`src/rtl/jk_reg_array.sv`:
```
// ---------------------------------------------------------------------------
// jk_reg_array
//
// Multi-bit JK register bank whose single state register q can also be
// operated as a synchronous up/down counter, a serial shift register or a
// set-dominant set/clear register. There is one registered core for all
// modes, and the mode is decoded combinationally in front of it.
//
// Parameters
//   WIDTH      number of bits in q (minimum 2)
//   RESET_VAL  value loaded into q by a synchronous reset
//
// Ports
//   clk   in   rising-edge clock
//   rst   in   synchronous active-high reset, dominates everything
//   en    in   update enable; q holds in every mode when low
//   mode  in   00 JK, 01 COUNT, 10 SHIFT, 11 SETCLR
//   j, k  in   per-bit J/K (used in JK and SETCLR modes)
//   dir   in   COUNT: 0 up / 1 down, SHIFT: 0 left / 1 right
//   sin   in   serial input for SHIFT mode
//   q     out  register state
//   qbar  out  ~q
//   tc    out  terminal count: high in the cycle whose edge wraps the counter
//
// Flow control: there is no valid/ready handshake. en acts as a
// per-cycle qualifier. Every rising edge with en=1 and rst=0 performs
// exactly one update, so updates can occur back to back.
// ---------------------------------------------------------------------------
module jk_reg_array #(
    parameter int               WIDTH     = 8,
    parameter logic [WIDTH-1:0] RESET_VAL = '0
) (
    input  logic             clk,
    input  logic             rst,
    input  logic             en,
    input  logic [1:0]       mode,
    input  logic [WIDTH-1:0] j,
    input  logic [WIDTH-1:0] k,
    input  logic             dir,
    input  logic             sin,
    output logic [WIDTH-1:0] q,
    output logic [WIDTH-1:0] qbar,
    output logic             tc
);

    localparam logic [1:0] MODE_JK     = 2'b00;
    localparam logic [1:0] MODE_COUNT  = 2'b01;
    localparam logic [1:0] MODE_SHIFT  = 2'b10;
    localparam logic [1:0] MODE_SETCLR = 2'b11;

    localparam logic [WIDTH-1:0] ONE      = {{(WIDTH-1){1'b0}}, 1'b1};
    localparam logic [WIDTH-1:0] ALL_ONES = {WIDTH{1'b1}};

    logic [WIDTH-1:0] q_next;

    // Next-state decode. The default is hold, which also covers en=0.
    always_comb begin
        q_next = q;
        if (en) begin
            case (mode)
                // Characteristic JK equation: set where J and Q=0, keep where
                // K=0 and Q=1. J=K=1 therefore toggles.
                MODE_JK:     q_next = (j & ~q) | (~k & q);
                MODE_COUNT:  q_next = dir ? (q - ONE) : (q + ONE);
                MODE_SHIFT:  q_next = dir ? {sin, q[WIDTH-1:1]}
                                          : {q[WIDTH-2:0], sin};
                // J is ORed in after K clears, so J=K=1 sets.
                MODE_SETCLR: q_next = (q & ~k) | j;
                default:     q_next = q;
            endcase
        end
    end

    always_ff @(posedge clk) begin
        if (rst) begin
            q <= RESET_VAL;
        end else begin
            q <= q_next;
        end
    end

    assign qbar = ~q;

    // Terminal count looks at the current q and the current control inputs.
    // The following edge is the one that wraps the counter, so the flag can
    // drive the en input of a cascaded stage directly.
    assign tc = en && (mode == MODE_COUNT) &&
                (dir ? (q == '0) : (q == ALL_ONES));

endmodule
```
`config.mk`:
```
export PLATFORM = sky130hd
export DESIGN_NAME = jk_reg_array
export DESIGN_NICKNAME = d
export VERILOG_FILES = /design/src/rtl/jk_reg_array.sv
export SDC_FILE = /design/constraint.sdc
export NUM_CORES = 1
export LEC_CHECK = 0
export ABC_CLOCK_PERIOD_IN_PS = 5500
export BUFFER_PORTS_ARGS = -buffer_cell sky130_fd_sc_hd__buf_2
export CAP_MARGIN = 25
export CELL_PAD_IN_SITES_DETAIL_PLACEMENT = 1
export CELL_PAD_IN_SITES_GLOBAL_PLACEMENT = 1
export CORE_UTILIZATION = 36
export CTS_CLUSTER_SIZE = 10
export DETAILED_ROUTE_END_ITERATION = 10
export PLACE_DENSITY_LB_ADDON = 0.1
export RECOVER_POWER = 25
export SYNTH_ARGS = -nofsm -noshare
export SYNTH_HDL_FRONTEND = slang
export SYNTH_SLANG_ARGS = --single-unit
```
`constraint.sdc`:
```
create_clock -name clk -period 5.5 [get_ports clk]
set_clock_uncertainty 0.05 [all_clocks]
set_input_delay 0.275 -clock clk [delete_from_list [all_inputs] [get_ports clk]]
set_output_delay 0.275 -clock clk [all_outputs]
set_load 0.01 [all_outputs]
```
==> results of run 1 <==
==> Yosys cell counts <==
cell / n
a211oi_1: 3
a21boi_2: 1
a21o_1: 1
a21oi_1: 6
a221o_1: 1
a221oi_1: 4
a22oi_1: 1
a311oi_1: 1
a31o_2: 2
a31oi_1: 2
a32oi_1: 1
and3b_1: 1
and4_1: 1
buf_2: 2
clkbuf_1: 3
dfxtp_1: 8
fa_1: 1
ha_1: 9
inv_1: 12
inv_2: 3
mux2_1: 3
mux2i_1: 3
nand2_1: 8
nand2b_1: 8
nand3_1: 2
nand4_1: 2
nor2_1: 7
nor2b_1: 1
nor2b_4: 1
nor3_1: 2
nor4_1: 1
o2111ai_1: 1
o211a_1: 1
o21a_1: 1
o21ai_0: 18
o21ai_1: 3
o21bai_1: 3
o31ai_1: 2
o32ai_1: 4
o41ai_1: 1
or3_1: 1
xnor2_1: 1
xor2_1: 2
==> per-stage QoR <==
| step | total power, mW | instances |
|---|---|---|
| 2_1_floorplan | 0.150 | 139 |
| 3_3_place_gp | 0.187 | 204 |
| 3_5_place_dp | 0.191 | 204 |
| 4_1_cts | 0.238 | 207 |
| 5_1_grt | 0.254 | 207 |
| 6_report | 0.235 | 207 |
==> critical path, delay by kind of cell, from the launching register on <==
family | cells | cell delay [ns]
flip-flops | 1 | 0.51
AO/OA/AOI/OAI | 3 | 0.47
adder cells (fa/ha/maj) | 1 | 0.47
AND/OR/NAND/NOR | 2 | 0.34
buffers and inverters | 1 | 0.12
==> how the worst min path moves through the flow <==
stage          startpoint  endpoint  slack, ns
5_1_grt               rst      q[0]       0.27
6_report              rst      q[1]       0.28
3_5_place_dp          rst      q[1]       0.54
3_3_place_gp          rst      q[1]       0.53
4_1_cts               rst      q[1]       0.28
2_1_floorplan          en      q[1]       0.44
==> routing by layer <==
layer / global-route usage [%] / up-vias / share of wire [%]
met5: 0 / - / 0
met1: 31.4 / 587 / 48
met2: 39.4 / 32 / 47
met4: 7.86 / 0 / 0.66
met3: 1.63 / 2 / 4.6
li1: - / 599 / -
==> power by group through the flow <==
stage,clock (mW),combinational (mW),sequential (mW)
floorplan,0,0.0749,0.0750
global placement,0,0.111,0.0759
detailed placement,0,0.114,0.0764
CTS,0.0480,0.115,0.0750
global route,0.0513,0.127,0.0763
finish,0.0461,0.114,0.0754
==> cell families after synthesis <==
logic type | share of synthesized area (%)
and+or+nand+nor | 18.3
buffers and inverters | 7.51
AOI/OAI and AO/OA | 37.2
adders and majority gates | 12.8
DFF | 15.5
muxes | 6.17
xor gates and xnor gates | 2.54
==> area by class of cell <==
class | instances | area (um2) | area share, %
Inverter | 15 | 56.3 | 4.46
Clock buffer | 3 | 22.5 | 1.79
Timing Repair Buffer | 39 | 188 | 14.9
Multi-Input combinational cell | 111 | 796 | 63.1
Sequential cell | 8 | 160 | 12.7
Tap cell | 31 | 38.8 | 3.08
==> flow_summary.toml, run 1 <==
[layout]
reg.largest.list = "q: 8 flops"
drive_above_1_share_pct = 24.4
fillers = 390
largest_reg_flops = 8
fin_nets = 211
final_common_cell = "buf_2"
syn2layout_area_growth_pct = 22.0
final_cell_mix = "buf_2 (33), o21ai_0 (18), inv_1 (12)"
fin_area_um2 = 1260
regMostFlops = "q"
diodes = 0
post-route-util_pct = 46.1

[worst_setup_path]
critical_path_required_ns = 5.58
slowest_delay_ns = 0.51
r2r_start = "q[0]"
cp-end-kind = "flop"
rr_worst_depth = 7
crit_type = "reg2reg"
cp-endpoint = "q[6]"
cpMostUsedCell = "o31ai_1"
cp_max_fo = 8
crit_path_start = "q[0]"
cp.arrival_ns = 2.17
start_kind = "flop"
crit_slowest_cell = "dfxtp_1"
r2r-end = "q[6]"
rrSetupSlack_ns = 3.41
cp_cell_sequence = "inv_2 > fa_1 > nor2b_4 > o31ai_1 > and4_1 > o41ai_1 > o31ai_1"

[synth]
ys_warn_count = 0
ys_top_cells_by_area = "dfxtp_1 (15%), ha_1 (11%), o21ai_0 (8.7%)"
netlist_area_um2 = 1030
ys_types = 43
ys_seq_area_share_pct = 15.5
synth_seq_cells = 8
synth_top_area_share_pct = 15.5
syn_nets = 172
yosysTopAreaCell = "dfxtp_1"
synth.avg_cell_area_um2 = 7.44
synth_cells = 139

[clocking]
cts_tree = "built"
cts_buffers = 3
cts_sinks = 8
clock_path_buffers = 2
cts_setup_buffers = 0
clock_latency_ns = 0.25
path_clk_slew_ns = 0.06
cts_resized = 0
htree_levels = 1
cts_hold_buf = 0
cts_root_buf = "clkbuf_4"

[place]
place_area_um2 = 1250
place_ws_ns = 3.31
dp_hpwl_um = 2720
gp_congestion = 0.843
io_buffers = 39

[power]
clkPwrFrac_pct = 19.6
combPwrFrac_pct = 48.4
p_per_area_nw_per_um2 = 187
switching_power_mw = 0.0983
power.internal_mw = 0.137
max-vdd-ir-drop_v = 0.000118
p_sw_share_pct = 41.7
p_seq_share_pct = 32.0
leakagePower_nw = 0.543

[routing]
post_drt_wl_per_cell_um = 16.8
firstDrtPassIters = 4
vias = 1220
drc = 0
drtIter0Drc = 44
wirelength_um = 3470
post_drt_via_cell_ratio = 5.89
drtAntennaViolNets = 0

[sta]
setup_viol = 0
finalHoldViolations = 0
max-slew-margin-rel_pct = 66.2
fin_ws_ns = 3.41
setup-tns-final_ns = 0
period_needed_ns = 2.09
period_share_pct = 38.0
holdWs_ns = 0.278
slew_viol_final = 0
worst_pin_slew_ns = 0.507
rsz0062_at_grt = "no"
fmax_mhz = 479

[floorplanning]
die_x_um = 55.6
start_util_pct = 37.8
die-area_um2 = 3090
fp-row-count = 19
fp.coreArea_um2 = 2730
io-pin-count = 40
die_h_um = 55.6

[global_routing]
grt_pass1_vias = 1225
track_usage_pct = 23.3
grt_max_degree = 20
grt_pass1_wl_um = 5790
overflow = 0
antenna_found_initial = 0

[flow_run]
cap_viol_max_count = 0

[hold_path]
min_delay_path_depth = 2
hold_path_class = "in2reg"

[outcome]
outcome = "finished clean"
Note: power is estimated with default switching activity, not from simulation.
==> run 2: changes to the inputs <==
ABC_CLOCK_PERIOD_IN_PS = 2000   (was 5500)
CORE_UTILIZATION = 34   (was 36)
clock period = 2 ns   (was 5.5 ns; I/O delays follow)
==> run 2 against run 1 <==
  * The flow now finishes with violations (DRC)
  * Final area increased by 5.8%
  * Hold slack worse by 0.18 ns
  * Core utilization increased by 1.0 points
  * Worst setup slack worse by 3.3 ns
  * Largest cell class unchanged
==> flow_summary.toml, run 2 (same netlist as run 1, synthesis figures left out) <==
[outcome]
outcome = "finished with violations"
violations = "DRC"

[layout]
syn2layout_area_growth_pct = 29.1
diodes = 0
regMostFlops = "q"
final_cell_mix = "buf_2 (37), o21ai_0 (18), inv_1 (13)"
regArea_um2 = 161
multi_input_area_um2 = 810
reg.largest.list = "q: 8 flops"
drive_above_1_share_pct = 30.4
final_common_cell = "buf_2"
largest_reg_flops = 8
fillers = 384
stdcell_count = 215
fin_nets = 219

[sta]
period_needed_ns = 1.87
setup_viol = 0
setup-tns-final_ns = 0
holdWs_ns = 0.100
slew_viol_final = 0
max-slew-margin-rel_pct = 59.7
period_share_pct = 93.5
finalHoldViolations = 0
fmax_mhz = 535
worst_pin_slew_ns = 0.604
rsz0062_at_grt = "no"

[floorplanning]
die_h_um = 57.1
fp.coreArea_um2 = 2830
die_x_um = 57.1
io-pin-count = 40
start_util_pct = 36.5
fp-row-count = 19
die-area_um2 = 3260

[global_routing]
grt_pass1_vias = 1314
grt_max_degree = 16
grt_pass1_wl_um = 6220
overflow = 0
track_usage_pct = 25.1
antenna_found_initial = 0

[routing]
wirelength_um = 3860
drtAntennaViolNets = 0
drc = 2
vias = 1307
post_drt_wl_per_cell_um = 18.0
firstDrtPassIters = 7
drtIter0Drc = 66
post_drt_via_cell_ratio = 6.08

[clocking]
cts_tree = "built"
cts_root_buf = "clkbuf_4"
cts_resized = 0
clock_path_buffers = 2
htree_levels = 1
cts_buffers = 3
cts_sinks = 8
cts_hold_buf = 0
path_clk_slew_ns = 0.06
clock_latency_ns = 0.26
cts_setup_buffers = 0

[hold_path]
hold_path_class = "in2reg"

[power]
p_per_area_nw_per_um2 = 512
leakagePower_nw = 0.592
max-vdd-ir-drop_v = 0.000269

[place]
dpl.cell_count = 212
dp_hpwl_um = 3000
gp_congestion = 0.852
io_buffers = 39

[worst_setup_path]
crit_type = "reg2reg"
crit_buf_inv = 0
crit_slowest_cell = "dfxtp_1"
start_kind = "flop"
critPathTopFamily = "compound AO/OA/AOI/OAI gates"
cp-end-kind = "flop"
cp.arrival_ns = 1.96
cp_max_fo = 4
cp_cell_sequence = "ha_1 > nor2b_4 > o21a_1 > or3_1 > a311oi_2 > o32ai_1"
critical_path_required_ns = 2.09
slowest_delay_ns = 0.34

[flow_run]
cap_viol_max_count = 0
[run 2: changes by cell type in the layout (fill, tap and decap cells not counted), sizes merged]
cell,delta
buf,+10
clkbuf,-2
[run 2: report_power, final]
| group | internal (mW) | switching (mW) | leakage (nW) | total [mW] |
|---|---|---|---|---|
| combinational | 0.151 | 0.206 | 0.512 | 0.357 |
| clock | 0.0694 | 0.0651 | 0.0138 | 0.134 |
| sequential | 0.175 | 0.0172 | 0.0663 | 0.192 |
| total | 0.395 | 0.288 | 0.592 | 0.683 |
[run 2: worst register-to-register path, delay by kind of cell, from the launching register on]
| family | cells | cell delay [ns] |
|---|---|---|
| AOI/OAI and AO/OA | 3 | 0.53 |
| and+or+nand+nor | 2 | 0.49 |
| DFF | 1 | 0.34 |
| adders and majority gates | 1 | 0.34 |
[run 2: metal layers]
layer / track usage [%] / share of wire [%] / up-vias
met5: 0 / 0 / -
met4: 6.27 / 2.2 / 0
met3: 5.22 / 4.1 / 16
met2: 46.2 / 51 / 52
met1: 29.5 / 43 / 630
li1: - / - / 609
[run 2: path summary, 6_finish.rpt]
| check | from | to | slack, ns | cells past startpoint |
|---|---|---|---|---|
| worst max register to register | q[2] | q[4] | 0.13 | 6 |
| worst min-delay path | rst | q[0] | 0.10 | 2 |
| worst max-delay path | q[2] | q[4] | 0.13 | 6 |
| worst min register to register | q[1] | q[1] | 0.50 | 2 |
[run 2: cell type report]
type                            count  share of cell area [%]
Timing Repair Buffer               47                    18.4
Inverter                           15                    4.22
Multi-Input combinational cell    111                    60.7
Sequential cell                     8                    12.1
Clock buffer                        3                    1.69
Tap cell                           31                    2.91
[run 2: stage by stage]
stage                     utilization [%]  power (mW)  area (um2)  setup WS (ns)
after global placement               46.2       0.535        1310          0.127
after detailed placement             46.2       0.549        1310         0.0674
after CTS                            47.0       0.687        1330         0.0306
after global routing                 47.1       0.741        1330         0.0115
final                                47.1       0.683        1330          0.129
after floorplan                         -       0.412        1030         0.0770
